==> src/rtl/cpu16_pkg.sv <==
// Shared constants and FSM state type for the 16-bit register-file support blocks.
package cpu16_pkg;

    localparam int unsigned RF_DATA_W = 16;
    localparam int unsigned RF_ADDR_W = 3;

    typedef enum logic [1:0] {
        S_IDLE,
        S_LOAD,
        S_VERIFY,
        S_DONE
    } state_t;

endpackage

==> src/rtl/rf_sum_acc.sv <==
// Modulo-2^DATA_W running-sum accumulator with synchronous clear and enable.
module rf_sum_acc #(
    parameter int unsigned DATA_W = 16
) (
    input  logic              clk,
    input  logic              rst,
    input  logic              clear,
    input  logic              en,
    input  logic [DATA_W-1:0] din,
    output logic [DATA_W-1:0] sum
);

    always_ff @(posedge clk or posedge rst) begin
        if (rst) begin
            sum <= '0;
        end else if (clear) begin
            sum <= '0;
        end else if (en) begin
            sum <= sum + din;
        end
    end

endmodule

==> src/rtl/rf_boot_loader.sv <==
// Boot loader: streams words into RF registers FIRST_REG..LAST_REG, reads them back
// and compares write/read checksums, reporting PASS or FAIL.
module rf_boot_loader
    import cpu16_pkg::*;
#(
    parameter int unsigned DATA_W    = RF_DATA_W,
    parameter int unsigned ADDR_W    = RF_ADDR_W,
    parameter int unsigned FIRST_REG = 0,
    parameter int unsigned LAST_REG  = 7
) (
    input  logic              CLK,
    input  logic              CLR,
    input  logic              START,
    input  logic              ABORT,
    input  logic [DATA_W-1:0] IN_DATA,
    input  logic              IN_VLD,
    output logic              IN_RDY,
    output logic [DATA_W-1:0] WD,
    output logic [ADDR_W-1:0] WR,
    output logic              WEn,
    output logic [ADDR_W-1:0] RR1,
    input  logic [DATA_W-1:0] RD1,
    output logic              BUSY,
    output logic              DONE,
    output logic              PASS,
    output logic              FAIL
);

    localparam logic [ADDR_W-1:0] FIRST_A = ADDR_W'(FIRST_REG);
    localparam logic [ADDR_W-1:0] LAST_A  = ADDR_W'(LAST_REG);

    state_t            state;
    logic [ADDR_W-1:0] ptr;
    logic              rdy_q;
    logic              busy_q;
    logic              done_q;
    logic              pass_q;
    logic              fail_q;

    logic              in_load;
    logic              in_verify;
    logic              start_go;
    logic              wr_hs;
    logic              rd_en;
    logic              at_last;
    logic              sums_match;
    logic [DATA_W-1:0] wsum;
    logic [DATA_W-1:0] rsum;
    logic [DATA_W-1:0] rsum_final;

    always_comb begin
        in_load    = (state == S_LOAD);
        in_verify  = (state == S_VERIFY);
        start_go   = (state == S_IDLE) && START;
        wr_hs      = in_load && IN_VLD && !ABORT;
        rd_en      = in_verify && !ABORT;
        at_last    = (ptr == LAST_A);
        // The final RD1 has not reached rsum yet on the last verify cycle.
        rsum_final = rsum + RD1;
        sums_match = (wsum == rsum_final);
    end

    rf_sum_acc #(.DATA_W(DATA_W)) u_wsum (
        .clk  (CLK),
        .rst  (CLR),
        .clear(start_go),
        .en   (wr_hs),
        .din  (IN_DATA),
        .sum  (wsum)
    );

    rf_sum_acc #(.DATA_W(DATA_W)) u_rsum (
        .clk  (CLK),
        .rst  (CLR),
        .clear(start_go),
        .en   (rd_en),
        .din  (RD1),
        .sum  (rsum)
    );

    always_ff @(posedge CLK or posedge CLR) begin
        if (CLR) begin
            state  <= S_IDLE;
            ptr    <= FIRST_A;
            rdy_q  <= 1'b0;
            busy_q <= 1'b0;
            done_q <= 1'b0;
            pass_q <= 1'b0;
            fail_q <= 1'b0;
        end else begin
            done_q <= 1'b0;
            case (state)
                S_IDLE: begin
                    if (START) begin
                        state  <= S_LOAD;
                        ptr    <= FIRST_A;
                        rdy_q  <= 1'b1;
                        busy_q <= 1'b1;
                        pass_q <= 1'b0;
                        fail_q <= 1'b0;
                    end
                end
                S_LOAD: begin
                    if (ABORT) begin
                        state  <= S_IDLE;
                        ptr    <= FIRST_A;
                        rdy_q  <= 1'b0;
                        busy_q <= 1'b0;
                        fail_q <= 1'b1;
                    end else if (IN_VLD) begin
                        if (at_last) begin
                            state <= S_VERIFY;
                            ptr   <= FIRST_A;
                            rdy_q <= 1'b0;
                        end else begin
                            ptr <= ptr + ADDR_W'(1);
                        end
                    end
                end
                S_VERIFY: begin
                    if (ABORT) begin
                        state  <= S_IDLE;
                        ptr    <= FIRST_A;
                        busy_q <= 1'b0;
                        fail_q <= 1'b1;
                    end else if (at_last) begin
                        // Verdict registered here so it appears together with DONE.
                        state  <= S_DONE;
                        ptr    <= FIRST_A;
                        busy_q <= 1'b0;
                        done_q <= 1'b1;
                        pass_q <= sums_match;
                        fail_q <= !sums_match;
                    end else begin
                        ptr <= ptr + ADDR_W'(1);
                    end
                end
                S_DONE: begin
                    state <= S_IDLE;
                end
                default: begin
                    state  <= S_IDLE;
                    ptr    <= FIRST_A;
                    rdy_q  <= 1'b0;
                    busy_q <= 1'b0;
                end
            endcase
        end
    end

    always_comb begin
        IN_RDY = rdy_q;
        WEn    = wr_hs;
        WD     = in_load ? IN_DATA : '0;
        WR     = ptr;
        RR1    = ptr;
        BUSY   = busy_q;
        DONE   = done_q;
        PASS   = pass_q;
        FAIL   = fail_q;
    end

endmodule

==> config.mk <==
export PLATFORM = sky130hd
export DESIGN_NAME = rf_boot_loader
export DESIGN_NICKNAME = d
export VERILOG_FILES = /design/src/rtl/cpu16_pkg.sv /design/src/rtl/rf_sum_acc.sv /design/src/rtl/rf_boot_loader.sv
export SDC_FILE = /design/constraint.sdc
export NUM_CORES = 1
export LEC_CHECK = 0
export BUFFER_PORTS_ARGS = -buffer_cell sky130_fd_sc_hd__buf_2
export CORE_MARGIN = 2
export CORE_UTILIZATION = 53
export DETAILED_ROUTE_END_ITERATION = 10
export GPL_TIMING_DRIVEN = 0
export HOLD_SLACK_MARGIN = 0.06
export PLACE_DENSITY = 0.84
export SETUP_SLACK_MARGIN = 0.02
export SYNTH_ARGS = -nofsm -noshare
export SYNTH_HDL_FRONTEND = slang
export SYNTH_SLANG_ARGS = --single-unit
export TNS_END_PERCENT = 1
==> constraint.sdc <==
create_clock -name CLK -period 3.2 [get_ports CLK]
set_input_delay 0.32 -clock CLK [delete_from_list [all_inputs] [get_ports CLK]]
set_output_delay 0.32 -clock CLK [all_outputs]
set_load 0.02 [all_outputs]
## Word-level counts from Yosys, hierarchy flattened

Index checks and enable logic that the tools add are counted.

- $add $sub $neg: 3
- Equal/unequal tests: 12
- Mux-type cells: 37
- Reduce and logical (&&, ||, !) cells: 17

Operator list:

| cell | number |
|---|---|
| two-way mux 16 bit | 5 |
| adder 16 bit | 2 |
| == test 16 bit | 1 |
| AND reduction 4 bit | 4 |
| two-way mux 1 bit | 15 |
| two-way mux 3 bit | 5 |
| two-way mux 2 bit | 6 |
| case mux 3 bit (3 select lines) | 1 |
| case mux 2 bit (4 select lines) | 1 |
| nonzero test 2 bit | 4 |
| != test 2 bit, second input constant | 3 |
| != test 3 x 2 -> 1 bit, second input constant | 2 |
| case mux 1 bit (3 select lines) | 2 |
| == test 2 bit, second input constant | 2 |
| logical AND 1 bit | 4 |
| case mux 1 bit (2 select lines) | 2 |
| adder 3 x 1 -> 3 bit, second input constant | 1 |
| == test 3 bit, second input constant | 1 |
| != test 3 bit, second input constant | 1 |
| AND reduction 3 bit | 1 |
| nonzero test 3 bit | 1 |
| == test 2 x 1 -> 1 bit, second input constant | 1 |
| logical NOT 1 bit | 2 |
| logical NOT 2 bit | 1 |
| != test 2 x 1 -> 1 bit, second input constant | 1 |

- Register bits: 42
- Output and inout bits: 28
- Logic and storage cells: 78

## Longest topological paths before layout

- Depth after elaboration: 6
- Gate-level depth with buffers: 12

## Cells and area by module

Synthesis repeated with hierarchy kept, for this count alone.

- Cell total of the unflattened synthesis: 563
- Area total of the unflattened synthesis: 4648.2 um2

Modules (own cells, without submodules):

| module | times used | cells an instance | area an instance (um2) | sequential area each (um2) |
|---|---|---|---|---|
| rf_sum_acc | 2 | 167 | 1398.8 | 400.4 |
| rf_boot_loader | 1 | 229 | 1850.5 | 250.2 |

## Worst setup path before layout

Ideal clock, no wire load.

- Kind: flip-flop to flip-flop
- Start point: reg u_rsum.sum[0]
- End point: reg fail_q (netlist: FAIL)
- Library setup time: 0.133 ns
- Arrival time: 2.650 ns
- Required time: 3.067 ns
- Setup slack: 0.416 ns
- Stages on the path, launching flop included: 13
- Path buffers: 0
- Period minus slack after synthesis: 2.784 ns
- Path through: dfrtp_1 ha_1 inv_1 fa_1 and2b_1 o22a_1 a21boi_0 a2111oi_4 o2111ai_1 nor4_2 nand4_1 o41ai_2 nand3_1

- Longest elaborated chain between the ends: 6

Ends and longest elaborated chain:

| element | RTL line | text |
|---|---|---|
| from (decl) | rf_sum_acc.sv:10 | `output logic [DATA_W-1:0] sum` |
| from (signal assigned) | rf_sum_acc.sv:19 | `sum <= sum + din;` |
| adder 16 bit | rf_boot_loader.sv:59 | `rsum_final = rsum + RD1;` |
| == test 16 bit | rf_boot_loader.sv:60 | `sums_match = (wsum == rsum_final);` |
| logical NOT 1 bit | rf_boot_loader.sv:133 | `fail_q <= !sums_match;` |
| two-way mux 1 bit | rf_boot_loader.sv:126 | `end else if (at_last) begin` |
| two-way mux 1 bit | rf_boot_loader.sv:121 | `if (ABORT) begin` |
| case mux 1 bit (3 select lines) | rf_boot_loader.sv:92 | `case (state)` |
| to (signal assigned) | rf_boot_loader.sv:133 |  |
| to (decl) | rf_boot_loader.sv:38 | `logic fail_q;` |

Every way passes these cells. The select of a mux whose other input is x is not followed.
A chain may end at the register's enable or synchronous reset.

## Worst setup path after layout

Same ends and word-level chain as after synthesis.

==> metrics.txt <==
initial antenna violation count 0; Clock Skews about 0.0067 ns; post-CTS setup buffers 0; vias per cell around 5.6; Post-synth ARST share 100%; CP max stage cell fa_1; DIE AREA about 0.0081 sq mm; CTS Buf Count 5; hold_buf cts 0; worst reg2reg path endpoint FAIL$_DFFE_PP0P_; Max H-tree Level 2; final wirelength 9.27 mm; DR vias 3601; Port Buffer Count 63; Crit path largest cell delay 0.39 ns; Synth warnings 0; clock sinks between 40 and 50; worst vdd ir between 0.3 and 0.4 mV; Mapped Nets 550; Cell Count, Final, Fillers Out 645; Initial Utilization between 50% and 60%; Ant. Diodes 0; Max Cap Viol 0; placed insts between 600 and 700; crit-path cells ha_4, inv_2, fa_1, and2b_1, o22a_2, a21boi_0, a2111oi_4, o2111ai_1, nor4_2, nand4_1, o41ai_2, nand3_1; min cycle time layout approximately 3 ns; # nets final 620; Clock transition at path regs around 0.09 ns; #FFs+latches synth 42; CP Launch Type register; crit path max fanout 6; CP delay by family, top compound AO/OA/AOI/OAI gates; Root Driver clkbuf_8; Post-synth EDFFs 0; largest net degree at the start of global routing 43; placed cell area about 0.0043 sq mm; Hold WS around 0.19 ns; path category of the worst min-delay check in -> async; post-route clock period utilization a little over nine tenths; Final Hold Violating Endpoints 0; f_max around 330 MHz; Skew-Pair Late Insertion Delay 0.30 ns; core area ~0.0072 sq mm; critical path type reg -> reg; commonest cells after routing, fill and taps aside buf_2 (70), nand2_1 (59), a21oi_1 (49), dfrtp_1 (42), nor2_1 (40); IO Pins between 60 and 70; Cell Pwr Density 849 mW/mm^2; drt first-iter violations 162; reg-to-reg setup timing slack about 0.17 ns; status completed; Slew @ Worst Pin about 0.86 ns; Synth Area per Inst ~8.2 sq um; sequential area share after synthesis 26.9%; # DRC 0; Antenna Nets Post-Route 0; design area 0.00446 sq mm; slew margin rel. between 40 and 50%; dpl hpwl around 7.3 mm; crit end category register; Mapped Cells between 400 and 500; GRT Residual Overflow 0; most common cell after layout, fill and taps aside buf_2; layout cells sized above 1 18.5%; Yosys cell types 66; drt first pass iters 4; Slew Limit Fails 0; GRT Util Overall 23.4%; num rows 31; CTS tree yes; post-synthesis cell area slightly below 0.004 sq mm; Longest Clk Path Bufs 2; die span in x approximately 90 microns; Reg2Reg Depth 12; FF-to-FF Start u_rsum.sum[0]$_DFFE_PP0P_; RSZ-0062 raised after global routing yes; Post-Route Setup TNS 0 ns; global-route wire length before repair 15.8 mm; WP data required between 3 and 4 ns; vias in the first global route 3456; critical path arrival around 3.2 ns; area grow syn2layout 14.1%; Post-CTS Resized 0; Avg WL per Cell roughly 14 microns; Buf/Inv on CP 1; final setup violation count 0; Synth Flop Type dfrtp_1; die height roughly 90 microns; GPL Wtd Cong between 0.8 and 0.9; Leakage 0.00213 uW
-- flip-flops by register name (all words and copies together) (netlist names), 2 cells and up --
register / cells
RR1: 3
state: 2
u_rsum.sum: 16
u_wsum.sum: 16
-- cell families (layout without fill, tap and decap cells) --
| kind of cell | count (synthesis) | after routing | synth area share, % |
|---|---|---|---|
| simple gates | 184 | 184 | 22.8 |
| compound gates | 122 | 122 | 21.2 |
| fa+ha+maj | 38 | 38 | 12.5 |
| flops | 42 | 42 | 26.9 |
| mux | 5 | 5 | 1.31 |
| buf+inv | 45 | 116 | 4.93 |
| xor+xnor | 39 | 39 | 10.4 |
-- cell type report --
class                           instances  area, sq um
Inverter                               22         82.6
Clock inverter                          3         21.3
Buffer                                 23          110
Multi-Input combinational cell        388         2690
Clock buffer                            5         68.8
Timing Repair Buffer                   63          315
Sequential cell                        42         1050
Tap cell                               99          124
Fill cell                             643         2750
-- routing by layer --
metal | GRT usage (%) | part of all wire [%] | vias to the layer above
met5 | 0 | 0 | -
met4 | 7.05 | 1.6 | 0
met3 | 3.19 | 5.1 | 11
met1 | 31.5 | 47 | 1681
li1 | - | - | 1818
met2 | 39.6 | 46 | 91
-- power breakdown --
group / switching (uW) / internal (uW)
combinational: 1460 / 1090
clock: 194 / 153
sequential: 170 / 715
-- stage by stage --
step | utilization, % | worst slack (ns) | power [uW]
detailed placement | 60.3 | -0.00364 | 3400
global route | 61.8 | -0.0960 | 4120
CTS | 61.5 | 0.0601 | 3760
global placement | 60.3 | 0.0238 | 3300
floorplan | - | 0.416 | 2840
finish | 61.8 | 0.169 | 3790
-- worst max-delay path by stage --
stage                                   start                to  slack (ns)  cells after the start
finish              u_rsum.sum[0]$_DFFE_PP0P_  FAIL$_DFFE_PP0P_        0.17                     12
global route        u_rsum.sum[0]$_DFFE_PP0P_  FAIL$_DFFE_PP0P_        -0.1                     12
CTS                 u_rsum.sum[0]$_DFFE_PP0P_  FAIL$_DFFE_PP0P_        0.06                     12
detailed placement                     RD1[0]  FAIL$_DFFE_PP0P_      -0.004                     13
global placement                       RD1[0]  FAIL$_DFFE_PP0P_        0.02                     13
floorplan           u_rsum.sum[0]$_DFFE_PP0P_  FAIL$_DFFE_PP0P_        0.42                     12
-- Yosys cell counts, types with 5 or more instances --
library cell / n / area [sq um]
ha_1: 36 / 450
nand2_1: 59 / 221
a21oi_1: 49 / 245
dfrtp_1: 42 / 1050
buf_2: 7 / 35.0
inv_1: 22 / 82.6
xor2_1: 13 / 114
a21o_1: 5 / 37.5
and2_1: 19 / 119
and3_1: 8 / 50.1
o21a_1: 6 / 45.0
nor2b_1: 6 / 37.5
nand3_1: 13 / 65.1
nor3_1: 13 / 65.1
a211oi_1: 7 / 52.6
clkbuf_1: 12 / 45.0
o21ai_0: 16 / 80.1
xnor2_1: 21 / 184
nor2_1: 41 / 154
Note: power is estimated with default switching activity, not from simulation.
